**config.mk**
```make
export PLATFORM = sky130hd
export DESIGN_NAME = ps2_mouse_tracker
export DESIGN_NICKNAME = d
export VERILOG_FILES = /design/src/rtl/ps2_mouse_tracker.sv
export SDC_FILE = /design/constraint.sdc
export NUM_CORES = 1
export LEC_CHECK = 0
export ABC_CLOCK_PERIOD_IN_PS = 3500
export CAP_MARGIN = 30
export CORE_MARGIN = 1
export CORE_UTILIZATION = 59
export DETAILED_ROUTE_END_ITERATION = 6
export PLACE_DENSITY = 0.8
export SYNTH_ARGS = -nofsm -noshare
export SYNTH_HDL_FRONTEND = slang
export SYNTH_SLANG_ARGS = --single-unit
```
**constraint.sdc**
```tcl
create_clock -name clk -period 3.5 [get_ports clk]
set_clock_uncertainty 0.2 [all_clocks]
set_input_delay 0.35 -clock clk [delete_from_list [all_inputs] [get_ports clk]]
set_output_delay 0.35 -clock clk [all_outputs]
set_load 0.02 [all_outputs]
```
**src/rtl/ps2_mouse_tracker.sv**
```systemverilog
// PS/2 mouse receiver: decodes 3-byte movement packets and tracks a
// screen-clamped absolute pointer position with a one-cycle update strobe.
module ps2_mouse_tracker #(
    parameter int unsigned SCREEN_W       = 640,
    parameter int unsigned SCREEN_H       = 480,
    parameter int unsigned INIT_X         = 320,
    parameter int unsigned INIT_Y         = 240,
    parameter int unsigned TIMEOUT_CYCLES = 100000
) (
    input  logic       clk,
    input  logic       reset,
    input  logic       ps2_clk,
    input  logic       ps2_data,
    output logic [9:0] mouse_x,
    output logic [9:0] mouse_y,
    output logic [2:0] buttons,
    output logic       pos_valid,
    output logic       frame_err
);

    localparam int unsigned TW = $clog2(TIMEOUT_CYCLES + 1);
    localparam int unsigned PW = 12;
    localparam logic signed [PW-1:0] X_MAX = PW'(SCREEN_W - 1);
    localparam logic signed [PW-1:0] Y_MAX = PW'(SCREEN_H - 1);

    typedef enum logic [1:0] {
        ST_IDLE   = 2'd0,
        ST_DATA   = 2'd1,
        ST_PARITY = 2'd2,
        ST_STOP   = 2'd3
    } state_t;

    state_t          state_q, state_d;
    logic [2:0]      pclk_sync;
    logic [1:0]      pdat_sync;
    logic            fall_c, bit_c;
    logic [2:0]      bit_cnt_q;
    logic [7:0]      shift_q;
    logic            par_q;
    logic            shift_en_c, byte_done_c, byte_good_c;
    logic [1:0]      idx_q;
    logic [6:0]      hdr_q;      // {ovf_y, ovf_x, sign_y, sign_x, btn[2:0]}
    logic [7:0]      dx_lo_q;
    logic [TW-1:0]   tmo_q;
    logic            active_c, timeout_c;
    logic signed [PW-1:0] dx_c, dy_c, nx_c, ny_c;

    // Two-flop synchronisers plus one extra clock stage for edge detection
    always_ff @(posedge clk or negedge reset) begin
        if (!reset) begin
            pclk_sync <= '0;
            pdat_sync <= '0;
        end else begin
            pclk_sync <= {pclk_sync[1:0], ps2_clk};
            pdat_sync <= {pdat_sync[0], ps2_data};
        end
    end

    assign fall_c = pclk_sync[2] & ~pclk_sync[1];
    assign bit_c  = pdat_sync[1];

    always_ff @(posedge clk or negedge reset) begin
        if (!reset) state_q <= ST_IDLE;
        else        state_q <= state_d;
    end

    always_comb begin
        state_d = state_q;
        if (timeout_c) begin
            state_d = ST_IDLE;
        end else if (fall_c) begin
            case (state_q)
                ST_IDLE:   if (!bit_c) state_d = ST_DATA;
                ST_DATA:   if (bit_cnt_q == 3'd7) state_d = ST_PARITY;
                ST_PARITY: state_d = ST_STOP;
                ST_STOP:   state_d = ST_IDLE;
                default:   state_d = ST_IDLE;
            endcase
        end
    end

    always_comb begin
        shift_en_c  = 1'b0;
        byte_done_c = 1'b0;
        byte_good_c = 1'b0;
        if (fall_c) begin
            case (state_q)
                ST_DATA: shift_en_c = 1'b1;
                ST_STOP: begin
                    byte_done_c = 1'b1;
                    byte_good_c = (^{shift_q, par_q}) & bit_c;
                end
                default: ;
            endcase
        end
    end

    // Bit shifter: LSB arrives first, so shift in from the top
    always_ff @(posedge clk or negedge reset) begin
        if (!reset) begin
            bit_cnt_q <= '0;
            shift_q   <= '0;
            par_q     <= 1'b0;
        end else begin
            if (fall_c && state_q == ST_IDLE) bit_cnt_q <= '0;
            if (shift_en_c) begin
                shift_q   <= {bit_c, shift_q[7:1]};
                bit_cnt_q <= bit_cnt_q + 3'd1;
            end
            if (fall_c && state_q == ST_PARITY) par_q <= bit_c;
        end
    end

    assign active_c  = (state_q != ST_IDLE) || (idx_q != 2'd0);
    assign timeout_c = active_c && !fall_c && (tmo_q == TW'(TIMEOUT_CYCLES - 1));

    always_ff @(posedge clk or negedge reset) begin
        if (!reset)                             tmo_q <= '0;
        else if (fall_c || !active_c || timeout_c) tmo_q <= '0;
        else                                    tmo_q <= tmo_q + TW'(1);
    end

    // Overflowed axes contribute no motion; y is inverted because PS/2 +y is up
    always_comb begin
        dx_c = hdr_q[5] ? '0 : {{(PW-8){hdr_q[3]}}, dx_lo_q};
        dy_c = hdr_q[6] ? '0 : {{(PW-8){hdr_q[4]}}, shift_q};
        nx_c = $signed({2'b00, mouse_x}) + dx_c;
        ny_c = $signed({2'b00, mouse_y}) - dy_c;
    end

    function automatic logic [9:0] clamp(input logic signed [PW-1:0] v,
                                         input logic signed [PW-1:0] vmax);
        if (v[PW-1])      return 10'd0;
        else if (v > vmax) return vmax[9:0];
        else              return v[9:0];
    endfunction

    // Packet assembly and position update
    always_ff @(posedge clk or negedge reset) begin
        if (!reset) begin
            idx_q     <= 2'd0;
            hdr_q     <= '0;
            dx_lo_q   <= '0;
            mouse_x   <= 10'(INIT_X);
            mouse_y   <= 10'(INIT_Y);
            buttons   <= '0;
            pos_valid <= 1'b0;
            frame_err <= 1'b0;
        end else begin
            pos_valid <= 1'b0;
            frame_err <= 1'b0;
            if (timeout_c) begin
                idx_q <= 2'd0;
            end else if (byte_done_c) begin
                if (!byte_good_c) begin
                    frame_err <= 1'b1;
                    idx_q     <= 2'd0;
                end else begin
                    case (idx_q)
                        2'd0: if (shift_q[3]) begin
                            hdr_q <= {shift_q[7:4], shift_q[2:0]};
                            idx_q <= 2'd1;
                        end
                        2'd1: begin
                            dx_lo_q <= shift_q;
                            idx_q   <= 2'd2;
                        end
                        2'd2: begin
                            mouse_x   <= clamp(nx_c, X_MAX);
                            mouse_y   <= clamp(ny_c, Y_MAX);
                            buttons   <= hdr_q[2:0];
                            pos_valid <= 1'b1;
                            idx_q     <= 2'd0;
                        end
                        default: idx_q <= 2'd0;
                    endcase
                end
            end
        end
    end

endmodule

```
==> results.rst <==
.. list-table::
   :header-rows: 1

   * - Metric
     - Value
   * - Outcome
     - finished, final reports clean
   * - CP Launch Type
     - flop
   * - Required time of the critical path
     - 3.57 ns
   * - Type of destination of the critical path
     - flop
   * - Clk pin slew, worst setup/hold paths
     - 0.08 ns
   * - Reg-to-reg startpoint
     - hdr_q[6]
   * - Number of synthesized flops with an enable pin
     - 0
   * - Total Negative Setup Slacks
     - 0 ns
   * - Global-route usage over all layers
     - 23.86%
   * - Worst setup path category
     - flop to flop
   * - Sinks on Clock Net
     - 78
   * - Max-cap violations
     - 0
   * - Slew @ Worst Pin
     - 0.5689 ns
   * - Maximum net fanout on the critical path
     - 10
   * - Row count
     - 31
   * - Portion of the post-synthesis area used by sequential elements
     - 44.43%
   * - Post-synthesis net count
     - 455
   * - Mean cell area of the mapped netlist
     - 10.53 sq um
   * - Overall die height
     - 88.46 um
   * - Power density cells
     - 579.3 mW/mm^2
   * - Number of placed I/O pins
     - 29
   * - Syn Inst Count
     - 419
   * - Clock Path Buffers
     - 2
   * - Largest stage delay, worst path
     - 0.46 ns
   * - Cell-by-cell trace of the critical path
     - nor2b_1 > ha_1 > inv_1 > fa_1 > a211oi_1 > o21bai_1 > a2111oi_2 > a21o_1 > xor2_1 > o311a_2 > a32o_1
   * - Area after detailed placement
     - 0.004798 sq mm
   * - Starting utilization of the core area
     - 60.81%
   * - Total routed wirelength
     - 8355 um
   * - Detailed-route via count
     - 3177
   * - Multi-input combinational cell area
     - 0.002352 sq mm
   * - Number of endpoints failing setup at the final stage
     - 0
   * - Final-report max-slew violation count
     - 0
   * - Master of the slowest instance on the critical path
     - o311a_2
   * - Pre-CTS worst setup slack
     - 0.1017 ns
   * - Die Outline Area
     - 0.007825 sq mm
   * - Latest clock arrival within the worst-skew pair
     - 0.34 ns
   * - Inst Count DP
     - 542
   * - Setup slack of the worst register-to-register path
     - 0.23 ns
   * - Synthesis-to-finish area growth
     - 14.50%
   * - Root buffer cell
     - clkbuf_8
   * - Post-synthesis sequential element count
     - 78
   * - H-Tree Depth
     - 3
   * - Setup fix buffers added after clock tree synthesis
     - 0
   * - Average detailed-routed wire length per instance
     - 14.95 um
   * - Number of antenna cells inserted
     - 0
   * - Total global routing overflow
     - 0
   * - CTS tree
     - done
   * - Post-layout min period
     - 3.273 ns
   * - Placer Congestion
     - 0.8333
   * - LEAKAGE
     - 2.400 nW
   * - HPWL Detailed
     - 5977 um
   * - Hold Slack
     - 0.1501 ns
   * - Setup slack of the critical path after layout
     - 0.2274 ns
   * - Antenna violations before repair
     - 0
   * - Unrepaired setup endpoints after global routing
     - no
   * - Count of buffers from port buffering
     - 28
   * - Count of synthesis-stage warnings from yosys
     - 0
   * - First-pass GRT wire length
     - 14310 um
   * - DIE WIDTH
     - 88.46 um
   * - Highest achievable clock rate
     - 0.3056 GHz
   * - Post-synthesis cell type count
     - 54
   * - Final standard cell area without fillers
     - 0.005050 sq mm
   * - Most instantiated flip-flop cell in the synthesis netlist
     - dfrtp_1
   * - Final critical-path share of the clock period
     - 93.50%
   * - Fin. Hold Viols
     - 0
   * - Count of non-filler cells in the finished layout
     - 559
   * - Number of nets still failing antenna checks after routing
     - 0
   * - Vias in the first global route
     - 3060
   * - Num CTS Buffers
     - 9
   * - Area occupied by registers
     - 0.001959 sq mm
   * - Arrival time at the worst endpoint
     - 3.34 ns
   * - Worst VDD drop
     - 489.0 uV
   * - Count of fill cells added during filler insertion
     - 574
   * - Iteration-0 DRC Markers
     - 236
   * - Netlist area before placement
     - 0.004410 sq mm
   * - Async SR Flop Fraction
     - 100.0%
   * - Nets
     - 492
   * - Avg Vias per Cell
     - 5.683
   * - Endpoint of the worst register-to-register path
     - mouse_y[5]
   * - Floorplan core area
     - 0.007253 sq mm
   * - Worst slew margin relative to its limit
     - 62.07%
   * - Proportion of layout cells with a drive suffix above 1
     - 12.17%
   * - Detailed-routing iteration count for the pre-antenna-repair pass
     - 5
   * - Pin count of the biggest net entering global routing
     - 79
   * - Worst min-delay path class
     - primary input to asynchronous set/reset pin
   * - Finished Core Util
     - 69.62%
   * - Tot Pwr
     - 2.925 mW
   * - Depth of the worst register-to-register path
     - 11
   * - Final routed DRC violation total
     - 0
[flip-flops by register name, indices dropped and copies added (netlist names), 2 cells and up]
signal / flops
state_q: 2
idx_q: 2
hdr_q: 7
shift_q: 8
pclk_sync: 3
bit_cnt_q: 3
mouse_x: 10
tmo_q: 17
dx_lo_q: 8
buttons: 3
pdat_sync: 2
mouse_y: 10
[metal layers]
metal | vias up | track usage [%] | part of all wire, %
li1 | 1563 | - | -
met1 | 1544 | 32.16 | 48
met2 | 58 | 39.79 | 48
met3 | 12 | 3.731 | 3.0
met4 | 0 | 7.478 | 1.2
met5 | - | 0 | 0
[layout make-up]
cell class	instances	area share, %
clock inverter	3	0.8424
tap	99	2.453
inverter	18	1.363
timing repair buffer	33	6.690
multi-input combinational	316	46.58
sequential	78	38.80
clock buffer	12	3.271
[report_power, final]
part	total, mW	switching, mW	internal [mW]
logic	1.08	0.572	0.506
clock network	0.702	0.319	0.383
registers	1.14	0.133	1.01
[logic make-up after synthesis]
| family | share of synthesized area, % |
|---|---|
| and+or+nand+nor | 15.80 |
| DFF | 44.43 |
| AOI/OAI and AO/OA | 12.71 |
| xor gates and xnor gates | 8.454 |
| adders and majority gates | 9.418 |
| muxes | 6.809 |
| buffers and inverters | 2.383 |
[what timing repair did]
action	4_1_cts	5_1_grt
gates resized for setup	0	2
endpoints found under the hold margin	0	72
hold buffers	0	1
setup endpoints to repair	0	9
[how the worst max path moves through the flow]
stage                     slack [ns]      from    endpoint
after floorplan                 0.37  hdr_q[6]  mouse_y[5]
after global placement          0.22  hdr_q[6]  mouse_y[5]
after detailed placement        0.10  hdr_q[6]  mouse_y[5]
after CTS                       0.06  hdr_q[6]  mouse_y[5]
after global routing            0.04  hdr_q[6]  mouse_y[4]
final                           0.23  hdr_q[6]  mouse_y[5]
[cell usage after synthesis, types with 4 or more instances]
| cell type | count | area share [%] |
|---|---|---|
| nor2b_1 | 13 | 1.8 |
| clkbuf_1 | 4 | 0.34 |
| nand3_1 | 10 | 1.1 |
| mux2_2 | 24 | 6.1 |
| dfrtp_1 | 72 | 41 |
| nor2_1 | 34 | 2.9 |
| and2_1 | 5 | 0.71 |
| dfstp_2 | 6 | 3.6 |
| xor2_1 | 22 | 4.4 |
| nand2b_1 | 14 | 2.0 |
| a21oi_1 | 14 | 1.6 |
| a311oi_1 | 6 | 1.2 |
| ha_1 | 30 | 8.5 |
| a32oi_1 | 5 | 0.99 |
| a21o_1 | 10 | 1.7 |
| o21ai_0 | 9 | 1.0 |
| nand2_1 | 40 | 3.4 |
| inv_1 | 17 | 1.4 |
| xnor2_1 | 18 | 3.6 |
| nor3_1 | 4 | 0.45 |
[worst max-delay path: cells and delay by family, from the launching register on]
family | cells | cell delay (ns)
flip-flops | 1 | 0.45
AND/OR/NAND/NOR | 1 | 0.17
buffers and inverters | 1 | 0.06
XOR/XNOR | 1 | 0.08
adder cells (fa/ha/maj) | 2 | 0.62
AO/OA/AOI/OAI | 6 | 1.63
[cells in the final DEF, fill, tap and decap left out, types with 14 or more instances in the layout]
| cell | synthesis | layout |
|---|---|---|
| a21oi_1 | 14 | 14 |
| clkdlybuf4s50_1 | 0 | 27 |
| dfrtp_1 | 72 | 72 |
| ha_1 | 30 | 30 |
| inv_1 | 17 | 17 |
| mux2_2 | 24 | 24 |
| nand2_1 | 40 | 40 |
| nand2b_1 | 14 | 14 |
| nor2_1 | 34 | 34 |
| xnor2_1 | 18 | 18 |
| xor2_1 | 22 | 22 |
Power figures use the tool's default switching activity.
==> RTL change 1: new RTL, same settings <==
Register the output `mouse_y` once more, with the module's reset; this adds one clock of latency there. The other outputs are not delayed to match.
--- a/src/rtl/ps2_mouse_tracker.sv
+++ b/src/rtl/ps2_mouse_tracker.sv
@@ -29,6 +29,8 @@
         ST_PARITY = 2'd2,
         ST_STOP   = 2'd3
     } state_t;
+
+    logic [9:0] mouse_y_s0;
 
     state_t          state_q, state_d;
     logic [2:0]      pclk_sync;
@@ -125,7 +127,7 @@
         dx_c = hdr_q[5] ? '0 : {{(PW-8){hdr_q[3]}}, dx_lo_q};
         dy_c = hdr_q[6] ? '0 : {{(PW-8){hdr_q[4]}}, shift_q};
         nx_c = $signed({2'b00, mouse_x}) + dx_c;
-        ny_c = $signed({2'b00, mouse_y}) - dy_c;
+        ny_c = $signed({2'b00, mouse_y_s0}) - dy_c;
     end
 
     function automatic logic [9:0] clamp(input logic signed [PW-1:0] v,
@@ -142,7 +144,7 @@
             hdr_q     <= '0;
             dx_lo_q   <= '0;
             mouse_x   <= 10'(INIT_X);
-            mouse_y   <= 10'(INIT_Y);
+            mouse_y_s0 <= 10'(INIT_Y);
             buttons   <= '0;
             pos_valid <= 1'b0;
             frame_err <= 1'b0;
@@ -167,7 +169,7 @@
                         end
                         2'd2: begin
                             mouse_x   <= clamp(nx_c, X_MAX);
-                            mouse_y   <= clamp(ny_c, Y_MAX);
+                            mouse_y_s0 <= clamp(ny_c, Y_MAX);
                             buttons   <= hdr_q[2:0];
                             pos_valid <= 1'b1;
                             idx_q     <= 2'd0;
@@ -179,5 +181,13 @@
         end
     end
 
+    always_ff @(posedge clk or negedge reset) begin
+        if (!reset) begin
+            mouse_y <= '0;
+        end else begin
+            mouse_y <= mouse_y_s0;
+        end
+    end
+
 endmodule
 
Formal check against the unedited RTL: not equivalent (Yosys sat finds a counterexample within 4 cycles, from zero or initial values and one cycle with reset low).
==> RTL change 1 against the unedited design <==
Worst setup slack got worse by 0.025 ns; sequential power rose by 11%; routed wire length rose by 13%; critical path type unchanged; combinational power rose by 6%; critical path depth fell by 1; power rose by 3.7%; fmax fell by 0.75%; sequential cell count rose by 10; final area rose by 7.8%; via count rose by 13%; area after synthesis rose by 9.6%; largest power group unchanged.
==> RTL change 1: results <==
group,metric,value,unit
outcome,status,"finished, final reports clean",
yosys,syn-num-nets,504,
yosys,synth_xor_area_frac,0.0681,
finish,drive_gt1_frac,0.132,
placed_design,io_buffers,28,
yosys,synth_area_leaders,"dfrtp_1 (42%), ha_1 (7.8%), mux2_2 (5.6%)",
placed_design,post-place-ws,0.306,ns
global_route,grt_max_degree,67,
cts,cts.root.buffer_cell,"clkbuf_8",
hold_path,holdPathEnd,"pclk_sync[1]",
placed_design,place_congestion,0.925,
placed_design,dp_hpwl,6910,um
placed_design,place_area,0.00526,mm2
finish,fin_nets,539,
yosys,synth_common_cells,"dfrtp_1 (82), nand2_1 (49), nor2_1 (42)",
yosys,async_flop_share,1.00,
cts,post_cts_buffers,0,
worst_setup_path,end_kind,"register",
power,peakVddDrop,0.423,mV
cts,clk_pin_slew_worst_paths,0.09,ns
yosys,synth_cell_types,64,
hold_path,hp-start,"pclk_sync[0]",
timing,setup_slack,0.203,ns
drt,wl_met3,324,um
finish,n_fill_cell,603,
drt,met2WireLength,4530,um
worst_setup_path,cpMaxStageDelayCell,"a2111oi_0",
cts,postCtsHoldBufs,1,
placed_design,placed_cells,593,
drt,drtIter0Drc,219,
worst_setup_path,r2r_end,"mouse_x[3]",
yosys,ys_seq_area_frac,0.457,
global_route,grt_pass1_wl,16500,um
yosys,avgSynthCellArea,10.3,um2
global_route,use_met3,0.0378,
cts,clk_latency,0.34,ns
drt,wl_met1,4480,um
hold_path,hold_class,"register to register",
drt,first_pass_iters,4,
worst_setup_path,critPathArrivalTime,3.39,ns
power,leakage,0.00257,uW
yosys,muxShareOfSynthArea,0.0642,
drt,viasPerCell,5.87,
worst_setup_path,reg2reg_depth,10,
worst_setup_path,critical-path-top-delay-family,"compound AO/OA/AOI/OAI gates",
timing,fin_hold_ws,0.155,ns
hold_path,min_path_cells,0,
drt,totalWireLength,9440,um
yosys,synth_compound_area_frac,0.131,
worst_setup_path,critical_path.max_fanout,10,
worst_setup_path,crit_start,"hdr_q[5]",
yosys,synthAdderAreaFrac,0.0860,
global_route,gr-usage-met1,0.341,
timing,slew_headroom,0.583,
worst_setup_path,slowest_delay,0.56,ns
drt,vias,3581,
global_route,grt_usage,0.246,
global_route,first_global_vias,3506,
global_route,antenna_found_initial,0,
global_route,grt_util_met2,0.394,
-- RTL change 1: cell count changes after synthesis, sizes merged, moves of 5 or more --
| cell | before | now |
|---|---|---|
| o221a | 0 | 7 |
| clkbuf | 4 | 9 |
| dfrtp | 72 | 82 |
| nor2 | 34 | 42 |
| a32oi | 5 | 0 |
| nand3 | 10 | 15 |
| o21ai | 9 | 21 |
| xor2 | 22 | 16 |
| nand2 | 40 | 49 |
| nor3 | 4 | 9 |
-- RTL change 1: area by class of cell --
cell class,instances,area (um2),area share
Sequential cell,88,2210,0.406
Multi-Input combinational cell,351,2510,0.461
Tap cell,102,128,0.0234
Clock buffer,10,128,0.0234
Inverter,17,65.1,0.0120
Timing Repair Buffer,36,360,0.0662
Clock inverter,6,45.0,0.00828
-- RTL change 1: where the power goes --
group | switching, uW | total, uW | internal, uW
clock network | 359 | 619 | 260
registers | 146 | 1270 | 1130
logic | 613 | 1140 | 529
==> RTL change 2: new RTL, config.mk and constraints unchanged <==
Without the edit above. `TIMEOUT_CYCLES`: 100000 -> 200000.
--- a/src/rtl/ps2_mouse_tracker.sv
+++ b/src/rtl/ps2_mouse_tracker.sv
@@ -5,7 +5,7 @@
     parameter int unsigned SCREEN_H       = 480,
     parameter int unsigned INIT_X         = 320,
     parameter int unsigned INIT_Y         = 240,
-    parameter int unsigned TIMEOUT_CYCLES = 100000
+    parameter int unsigned TIMEOUT_CYCLES = 200000
 ) (
     input  logic       clk,
     input  logic       reset,
Formal check against the unedited RTL: no difference found for any inputs over 10 cycles, from zero or initial values and one cycle with reset low; that may be too few to reach the edited logic, so the function may still have changed.
==> RTL change 2 against the unedited design <==
Worst setup slack got worse by 0.039 ns; final area is 6.8% higher; routed wire length rose by 16%; power grew 5.5%; sequential cell count increased by 1; area after synthesis increased by 8.9%; largest power group is now combinational logic.
==> RTL change 2: results <==
group,metric,value,unit
finish,area_growth,12.3,%
finish,drive_gt1_frac,0.136,
worst_setup_path,r2r_slack,0.19,ns
worst_setup_path,r2r_end,"mouse_y[1]",
global_route,grt_usage,0.249,
cts,postCtsHoldBufs,1,
finish,n_fill_cell,614,
placed_design,post-place-ws,0.258,ns
drt,first_pass_iters,5,
timing,clock.fmax,302,MHz
worst_setup_path,cpMaxStageDelayCell,"a21boi_0",
yosys,synth_common_cells,"dfrtp_1 (73), nor2_1 (39), nand2_1 (35)",
placed_design,place_congestion,0.911,
yosys,synth_area_leaders,"dfrtp_1 (38%), ha_1 (7.8%), mux2_2 (3.8%)",
worst_setup_path,slowest_delay,0.63,ns
placed_design,place_area,0.00518,mm2
yosys,syn-num-nets,502,
yosys,synth_cell_types,72,
finish,fin_nets,537,
placed_design,dp_hpwl,7160,um
worst_setup_path,reg2reg_depth,8,
drt,wire_per_inst,15.9,um
yosys,ys_seq_area_frac,0.413,
global_route,grt_max_degree,80,
yosys,avgSynthCellArea,10.3,um2
power,peakVddDrop,0.433,mV
finish,layout.cells.non_filler,608,
outcome,status,"finished, final reports clean",
global_route,grt_pass1_wl,16600,um
finish,top_regs,"tmo_q (18), mouse_x (10), mouse_y (10)",
power,leakage,0.00244,uW
drt,vias,3659,
-- RTL change 2: cell count changes in the layout (fill, tap and decap cells not counted), sizes merged, moves of 4 or more --
| cell | change |
|---|---|
| o21ai | +8 |
| or3 | +6 |
| nand3 | +4 |
| nand2 | -5 |
| a21oi | +9 |
| nor3 | +5 |
| nor2 | +6 |
| o211ai | +4 |
| a211oi | +4 |
| a31oi | +4 |
| xor2 | -12 |
-- RTL change 2: kinds of logic after synthesis --
group                    Yosys count  synth area share
multiplexers                      28            0.0709
XOR/XNOR                          31            0.0623
buffers and inverters             28            0.0253
adder cells (fa/ha/maj)           32            0.0865
AO/OA/AOI/OAI                    106             0.163
AND/OR/NAND/NOR                  162             0.179
flip-flops                        79             0.413
-- RTL change 2: stage by stage --
stage	power, uW	util	hold slack, ns
floorplan	2180	-	-0.146
global placement	2420	0.664	0.132
detailed placement	2470	0.664	0.140
CTS	3080	0.687	0.160
global route	3280	0.691	0.127
finish	3090	0.691	0.135
-- RTL change 2: cell type report --
class	instances	area, um2	area share
clock buffer	10	128	0.0237
tap	102	128	0.0237
multi-input combinational	359	2700	0.500
timing repair buffer	34	345	0.0640
inverter	18	67.6	0.0125
clock inverter	6	45.0	0.00835
sequential	79	1980	0.368
-- RTL change 2: power by group --
group / switching, uW / leakage, uW / internal [uW]
sequential: 140 / 0.00105 / 1020
combinational: 710 / 0.00131 / 611
clock: 342 / 0.0000793 / 261
-- RTL change 2: metal layers --
metal | up-vias | track usage | routed length (um)
li1 | 1763 | - | -
met1 | 1793 | 0.313 | 4260
met2 | 85 | 0.430 | 4850
met3 | 18 | 0.0481 | 398
met4 | 0 | 0.0820 | 170
met5 | - | 0 | 0
